--- config.mk ---
export PLATFORM = sky130hd
export DESIGN_NAME = d_input_debounce_flat
export DESIGN_NICKNAME = d
export VERILOG_FILES = /design/src/rtl/d_input_debounce_if.sv /design/src/rtl/d_input_debounce.sv /design/src/flat_wrapper.sv
export SDC_FILE = /design/constraint.sdc
export NUM_CORES = 1
export LEC_CHECK = 0
export BUFFER_PORTS_ARGS = -buffer_cell sky130_fd_sc_hd__buf_2
export CAP_MARGIN = 0
export CORE_AREA = 2 2 39 41
export DETAILED_ROUTE_END_ITERATION = 6
export DIE_AREA = 0 0 41 43
export GPL_TIMING_DRIVEN = 1
export SLEW_MARGIN = 25
export SYNTH_ARGS = -nofsm -noshare
export SYNTH_HDL_FRONTEND = slang
export SYNTH_SLANG_ARGS = --single-unit
--- constraint.sdc ---
create_clock -name clk -period 4.2 [get_ports clk]
set_clock_uncertainty 0.05 [all_clocks]
set_input_delay 0.84 -clock clk [delete_from_list [all_inputs] [get_ports clk]]
set_output_delay 0.84 -clock clk [all_outputs]
set_load 0.02 [all_outputs]
--- src/rtl/d_input_debounce_if.sv ---
// Signal bundle between a raw external level source and the debouncer.
// The master drives raw_in; the debouncer (slave) returns the conditioned level and strobes.
interface d_input_debounce_if;
  logic raw_in;
  logic d_out;
  logic rise;
  logic fall;
  logic busy;

  modport master (
    output raw_in,
    input  d_out,
    input  rise,
    input  fall,
    input  busy
  );

  modport slave (
    input  raw_in,
    output d_out,
    output rise,
    output fall,
    output busy
  );
endinterface

--- src/rtl/d_input_debounce.sv ---
// Two-flop synchronizer plus stability-qualified level change for slow external inputs.
// d_out only follows the synchronized level after it has held for STABLE_CYCLES+1 samples.
module d_input_debounce #(
  parameter int unsigned STABLE_CYCLES = 16,
  parameter int unsigned CNT_W         = 8,
  parameter logic        RESET_VAL     = 1'b0
) (
  input  logic                clk,
  input  logic                clear_n,
  d_input_debounce_if.slave   dbus
);

  typedef enum logic {StStable, StCheck} state_e;

  localparam logic [CNT_W-1:0] LastCnt = CNT_W'(STABLE_CYCLES - 1);

  logic             r_sync1;
  logic             r_sync2;
  state_e           r_state;
  state_e           w_state_nxt;
  logic [CNT_W-1:0] r_cnt;
  logic [CNT_W-1:0] w_cnt_nxt;
  logic             r_d_out;
  logic             r_rise;
  logic             r_fall;
  logic             w_differs;
  logic             w_commit;

  // raw_in is only ever sampled here; nothing downstream sees it directly.
  always_ff @(posedge clk or negedge clear_n) begin
    if (!clear_n) begin
      r_sync1 <= RESET_VAL;
      r_sync2 <= RESET_VAL;
    end else begin
      r_sync1 <= dbus.raw_in;
      r_sync2 <= r_sync1;
    end
  end

  assign w_differs = (r_sync2 != r_d_out);

  always_ff @(posedge clk or negedge clear_n) begin
    if (!clear_n) begin
      r_state <= StStable;
      r_cnt   <= '0;
      r_d_out <= RESET_VAL;
      r_rise  <= 1'b0;
      r_fall  <= 1'b0;
    end else begin
      r_state <= w_state_nxt;
      r_cnt   <= w_cnt_nxt;
      r_d_out <= w_commit ? r_sync2 : r_d_out;
      // A commit only happens when sync2 differs from d_out, so sync2 gives the direction.
      r_rise  <= w_commit & r_sync2;
      r_fall  <= w_commit & ~r_sync2;
    end
  end

  always_comb begin
    w_state_nxt = r_state;
    w_cnt_nxt   = '0;
    w_commit    = 1'b0;
    unique case (r_state)
      StStable: begin
        if (w_differs) begin
          w_state_nxt = StCheck;
        end
      end
      StCheck: begin
        if (!w_differs) begin
          w_state_nxt = StStable;
        end else if (r_cnt == LastCnt) begin
          w_commit    = 1'b1;
          w_state_nxt = StStable;
        end else begin
          w_cnt_nxt = r_cnt + 1'b1;
        end
      end
      default: w_state_nxt = StStable;
    endcase
  end

  always_comb begin
    dbus.d_out = r_d_out;
    dbus.rise  = r_rise;
    dbus.fall  = r_fall;
    dbus.busy  = (r_state == StCheck);
  end

endmodule

--- src/flat_wrapper.sv ---
// flat-port wrapper written by rule: the top's interface ports become plain ports
module d_input_debounce_flat 
#(
  parameter int unsigned STABLE_CYCLES = 16,
  parameter int unsigned CNT_W         = 8,
  parameter logic        RESET_VAL     = 1'b0
)
  (clk, clear_n, dbus_raw_in, dbus_d_out, dbus_rise, dbus_fall, dbus_busy);
  d_input_debounce_if dbus_i ();
  input  logic clk;
  input  logic clear_n;
  input wire logic [$bits(dbus_i.raw_in)-1:0] dbus_raw_in;
  output wire logic [$bits(dbus_i.d_out)-1:0] dbus_d_out;
  output wire logic [$bits(dbus_i.rise)-1:0] dbus_rise;
  output wire logic [$bits(dbus_i.fall)-1:0] dbus_fall;
  output wire logic [$bits(dbus_i.busy)-1:0] dbus_busy;
  assign dbus_i.raw_in = dbus_raw_in;
  assign dbus_d_out = dbus_i.d_out;
  assign dbus_rise = dbus_i.rise;
  assign dbus_fall = dbus_i.fall;
  assign dbus_busy = dbus_i.busy;
  d_input_debounce #(.STABLE_CYCLES(STABLE_CYCLES), .CNT_W(CNT_W), .RESET_VAL(RESET_VAL)) u_core (.clk(clk), .clear_n(clear_n), .dbus(dbus_i));
endmodule
==> results of run 1 <==
layout make-up:
class / instances / area (sq um)
multi-input combinational: 34 / 227.7
sequential: 14 / 350.3
timing repair buffer: 6 / 30.03
tap: 16 / 20.02
inverter: 2 / 7.507
fill: 128 / 711.9
clock buffer: 4 / 36.28
worst min-delay path by stage:
stage	startpoint	end	slack (ns)	cells past startpoint
after floorplan	u_core.r_sync1	u_core.r_sync2	0.28	0
after global placement	u_core.r_sync1	u_core.r_sync2	0.30	0
after detailed placement	u_core.r_sync1	u_core.r_sync2	0.29	0
after CTS	u_core.r_sync1	u_core.r_sync2	0.32	0
after global routing	u_core.r_sync1	u_core.r_sync2	0.33	0
final	u_core.r_sync1	u_core.r_sync2	0.32	0
report_power, final:
group,internal [mW],switching (mW),total (mW)
Clock,0.0527,0.0425,0.0952
Combinational,0.00251,0.00553,0.00804
Sequential,0.137,0.00220,0.139
Total,0.192,0.0502,0.242
layer usage:
metal | wire (um) | track usage | vias to the layer above
met5 | 0 | 0 | -
met4 | 5 | 0.1000 | 0
met3 | 52 | 0.03141 | 2
met2 | 455 | 0.2219 | 14
met1 | 485 | 0.2105 | 199
li1 | - | - | 202
cell families (layout without fill, tap and decap cells):
kind of cell	count (synthesis)	after routing	share of synthesized area
flops	14	14	0.5983
mux	1	1	0.02563
xor+xnor	2	2	0.02992
buf+inv	2	12	0.01283
simple gates	20	20	0.2073
fa+ha+maj	1	1	0.02136
compound gates	10	10	0.1047
state kept, by name, summed over array words and instances, names as in the netlist:
| signal | count |
|---|---|
| u_core.dbus.busy | 1 |
| u_core.dbus.d_out | 1 |
| u_core.dbus.fall | 1 |
| u_core.dbus.rise | 1 |
| u_core.r_cnt | 8 |
| u_core.r_sync1 | 1 |
| u_core.r_sync2 | 1 |
stage by stage:
| stage | total power, mW | hold WS [ns] | cells | area [sq um] | setup slack, ns |
|---|---|---|---|---|---|
| after floorplan | 0.1450 | 0.2812 | 50 | 585.6 | 2.457 |
| after CTS | 0.2460 | 0.3186 | 76 | 671.9 | 2.394 |
| after global placement | 0.1504 | 0.2982 | 72 | 635.6 | 2.431 |
| after global routing | 0.2523 | 0.3320 | 76 | 671.9 | 2.370 |
| final | 0.2425 | 0.3159 | 76 | 671.9 | 2.402 |
| after detailed placement | 0.1503 | 0.2888 | 72 | 635.6 | 2.414 |
placed cells by master (no fill, tap or decap), drive strengths merged:
master,netlist,final
dfrtp,14,14
buf,0,6
or3,5,5
clkbuf,0,4
nand2,3,3
o21ai,3,3
a21oi,3,3
nand3,2,2
inv,2,2
nor2,2,2
nor3b,2,2
xor2,1,1
nand4,1,1
nor4,1,1
a22o,1,1
a31oi,1,1
a311oi,1,1
xnor2,1,1
and3,1,1
or4,1,1
nor3,1,1
and2,1,1
a211oi,1,1
mux2,1,1
ha,1,1
==> results.cfg, run 1 <==
[timing]
setup_tns_ns = 0
finalHoldViolations = 0
relSlewSlack = 0.7218
rsz0062_at_grt = no
max_freq_ghz = 0.5562
fin_crit_ns = 1.798
fin_crit_sh = 0.4281
slew_viol_final = 0
tightest_slew_ns = 0.4135
setup_viol = 0

[layout]
utilization = 0.4855
diodes = 0
drive_gt1_frac = 0.2167
nNetsFinal = 65
area_growth_pct = 14.74

[run]
cap_violations = 0

[routing]
avgRoutedWirePerCell_um = 13.13
drt_iter0_drc = 15
vias = 417
via_per_inst = 5.487
drc_errors = 0
drt-total-wl_um = 998
drt_first_pass_iters = 4
drt.antenna.violating_nets = 0

[yosys]
synth_common_cells = 14 x dfrtp_1, 4 x or3_1, 3 x a21oi_1, 3 x nand2_1, 3 x o21ai_0
ys_seq_area_frac = 0.5983
syn-cell-area_sq_um = 585.6
syn_nets = 54
ys_types = 24
yosys.area.top_type = dfrtp_1
synth-edff-count = 0
synth_area_leaders = dfrtp_1 60%, or3_1 4.3%, a21oi_1 2.6%
ys.flop_type = dfrtp_1
ys_warn_count = 0
synthCells = 50
yosysMostFrequentCell = dfrtp_1
avgSynthCellArea_sq_um = 11.71
ys_async_sr_fraction = 1.000
synth-seq-cells = 14
yosysTopAreaCellShare = 0.5983

[power]
p_leak_nw = 0.3064
p_per_area_mw_per_mm2 = 360.8
vdd_drop_max_v = 0.0001873

[setup_path]
crit_family = flip-flops
endpoint_kind = primary output
crit_path_end = dbus_d_out
r2r_end = u_core.dbus.d_out
startpoint = u_core.dbus.d_out
start_kind = flip-flop
critPathBufInv = 1
reg2reg_slack_ns = 2.41
path_cells = buf_2
critical_path_cell_count = 1
regToRegStartpoint = u_core.r_cnt[4]
r2r_cells = 3
timing_worst_setup_path_type = reg -> out
required_ns = 3.31
cp.arrival_ns = 0.91
slowest_stage = dfrtp_1
path_max_fanout = 5
cpPeakStageDelay_ns = 0.43

[cts]
cts_hold_buf = 0
cts_tree = built
clkLatencyLatePin_ns = 0.28
cts_buffers = 3
clock_path_buffers = 2
clock-sinks = 14
post_cts_buffers = 0
ctsRootBufferMaster = clkbuf_4
clk_pin_slew_ns = 0.08
cts_resized = 0
htree_levels = 1

[floorplanning]
die_w_um = 41
ioPinCount = 7
row_count = 14
dieArea_sq_mm = 0.001763
chipHeight_um = 43
core_area_sq_mm = 0.001384
initial_core_util = 0.4231

[global_route]
grt_pass1_vias = 432
grt_max_degree = 15
antenna_found_initial = 0
grt_pass1_wl_mm = 1.794
grt_use_total = 0.1567
grt_overflow = 0

[placement]
io_buffers = 6
dp.final_hpwl_um = 697.2
gp_congestion = 0.6795

[min_path]
min_path_type = reg -> reg

[outcome]
status = finished clean
(Power assumes the default switching activity.)
==> run 2, diff against run 1 <==
- ABC_AREA: not set -> 1
- CORE_AREA: 2 2 39 41 -> not set
- CORE_UTILIZATION: not set -> 48
- DIE_AREA: 0 0 41 43 -> not set
- PLACE_DENSITY: not set -> 0.7
- clock period: 4.2 -> 1.5 ns (I/O delays scaled with it)
==> results.cfg, run 2 <==
[floorplanning]
row_count = 12
dieArea_sq_mm = 0.001465
chipHeight_um = 38.28
die_w_um = 38.28
core_area_sq_mm = 0.001171
initial_core_util = 0.5395
ioPinCount = 7

[setup_path]
start_kind = flip-flop
path_max_fanout = 5
path_cells = buf_2
r2r_cells = 6
endpoint_kind = primary output
cpPeakStageDelay_ns = 0.43
regToRegStartpoint = u_core.r_cnt[0]
r2r_end = u_core.dbus.d_out
critPathBufInv = 1
reg2reg_slack_ns = 0.27
required_ns = 1.15
slowest_stage = dfrtp_1
timing_worst_setup_path_type = reg -> out
cp.arrival_ns = 0.90
crit_family = flip-flops

[placement]
dpl_cell_area_sq_um = 679.4
io_buffers = 6
place_ws_ns = 0.2766
dp.final_hpwl_um = 790.1
dp.cells = 94
gp_congestion = 0.7870

[global_route]
grt_use_total = 0.1900
grt_pass1_vias = 433
grt_pass1_wl_mm = 1.814
grt_max_degree = 15
antenna_found_initial = 0
grt_overflow = 0

[layout]
num-fill-cells = 99
regMostFlops = u_core.r_cnt
fin_area_sq_um = 725.7
layout_commonest_cell = nand2_1
area_growth_pct = 14.85
multi_input_area_sq_um = 251.5
diodes = 0
final_cell_mix = 19 x nand2_1, 16 x nor2_1, 14 x dfrtp_1, 8 x inv_1, 6 x buf_2
final_cells = 99
nNetsFinal = 90
largest_register_ffs = 8
regArea_sq_um = 350.3
drive_gt1_frac = 0.1882

[min_path]
min_from = dbus_raw_in
min_path_type = in -> reg
hold_depth = 1
worstHoldEndpoint = u_core.r_sync1

[timing]
max_freq_ghz = 0.8010
slew_viol_final = 0
worst_slack_ns = 0.2515
fin_crit_ns = 1.248
setup_viol = 0
fin_crit_sh = 0.8323
finalHoldViolations = 0
rsz0062_at_grt = no
setup_tns_ns = 0
tightest_slew_ns = 0.3013
relSlewSlack = 0.7992

[routing]
drt_iter0_drc = 10
drt.antenna.violating_nets = 0
vias = 475
avgRoutedWirePerCell_um = 10.12
via_per_inst = 4.798
drt_first_pass_iters = 4
drc_errors = 0
drt-total-wl_mm = 1.002

[cts]
post_cts_buffers = 0
htree_levels = 1
clk_pin_slew_ns = 0.08
clock_path_buffers = 2
ctsRootBufferMaster = clkbuf_4
cts_buffers = 3
clkLatencyLatePin_ns = 0.27
cts_tree = built
clock-sinks = 14

[yosys]
avgSynthCellArea_sq_um = 8.539
synth_common_cells = 19 x nand2_1, 16 x nor2_1, 14 x dfrtp_1
ys_warn_count = 0
synth_top_family_by_area = simple AND/OR/NAND/NOR gates
synth_compound_area_frac = 0.01980
yosys.area.top_type = dfrtp_1
synthCells = 74
ys_types = 13
ys.flop_type = dfrtp_1
synth_area_leaders = dfrtp_1 55%, nand2_1 11%, nor2_1 9.5%
syn_nets = 78
synth_xor_area_frac = 0.02772
ys_seq_area_frac = 0.5545
yosysMostFrequentCell = nand2_1
yosysTopAreaCellShare = 0.5545
synth-edff-count = 0
yosys.area_share.simple = 0.3307
synth_fa_ha_area_frac = 0.01980
synth-seq-cells = 14
ys_async_sr_fraction = 1.000
synthMuxAreaShare = 0
syn-cell-area_sq_um = 631.9

[power]
vdd_drop_max_v = 0.0005775
p_leak_nw = 0.3627
total_power_mw = 0.6850
p_per_area_mw_per_mm2 = 943.9

[run]
cap_violations = 0

[outcome]
status = finished clean
## run 2: cell types whose count changed in the layout (fill, tap and decap cells not counted), sizes merged, moves of 2 or more
| cell | change |
|---|---|
| a21oi | -2 |
| nor2 | +15 |
| o21ai | -3 |
| or3 | -5 |
| nand2 | +19 |
| nand3 | +5 |
| inv | +6 |
## run 2: cells by family (layout without fill, tap and decap cells)
family	Yosys count	count (layout)
AO/OA/AOI/OAI	2	2
XOR/XNOR	2	2
adder cells (fa/ha/maj)	1	1
buffers and inverters	8	19
flip-flops	14	14
AND/OR/NAND/NOR	47	47
## run 2: through the flow
stage	hold slack, ns	util
floorplan	-0.04559	-
global placement	0.1561	0.5801
detailed placement	0.1541	0.5801
CTS	0.06820	0.6197
global route	0.05981	0.6197
finish	0.07984	0.6197
## run 2: area by class of cell
cell class              count  area share
flip-flops and latches     14      0.4828
multi-input cells          52      0.3466
repair buffers              7     0.05517
clock buffers               4     0.05000
inverters                   8     0.04138
well taps                  14     0.02414
## run 2: metal layers
| metal | wire [um] | GRT usage |
|---|---|---|
| met4 | 11 | 0.08036 |
| met3 | 42 | 0.05233 |
| met5 | 0 | 0 |
| met1 | 509 | 0.2615 |
| met2 | 439 | 0.2797 |
## run 2: power breakdown
group	switching (mW)	total (mW)	internal [mW]
combinational	0.0184	0.0274	0.00907
sequential	0.00587	0.390	0.384
clock	0.121	0.268	0.147
## run 2: worst max path at each step
stage	start	end	cells past startpoint
finish	u_core.dbus.busy	dbus_busy	1
global route	u_core.r_cnt[0]	u_core.r_cnt[6]	7
CTS	u_core.dbus.busy	dbus_busy	1
detailed placement	u_core.r_cnt[0]	u_core.dbus.d_out	6
global placement	u_core.r_cnt[0]	u_core.r_cnt[7]	6
floorplan	u_core.r_cnt[0]	u_core.dbus.d_out	6
## run 2: repair_timing
| item | in CTS | in global routing |
|---|---|---|
| hold buffers | 1 | 0 |
| resized for setup | 0 | 0 |
| hold endpoints to repair | 14 | 0 |
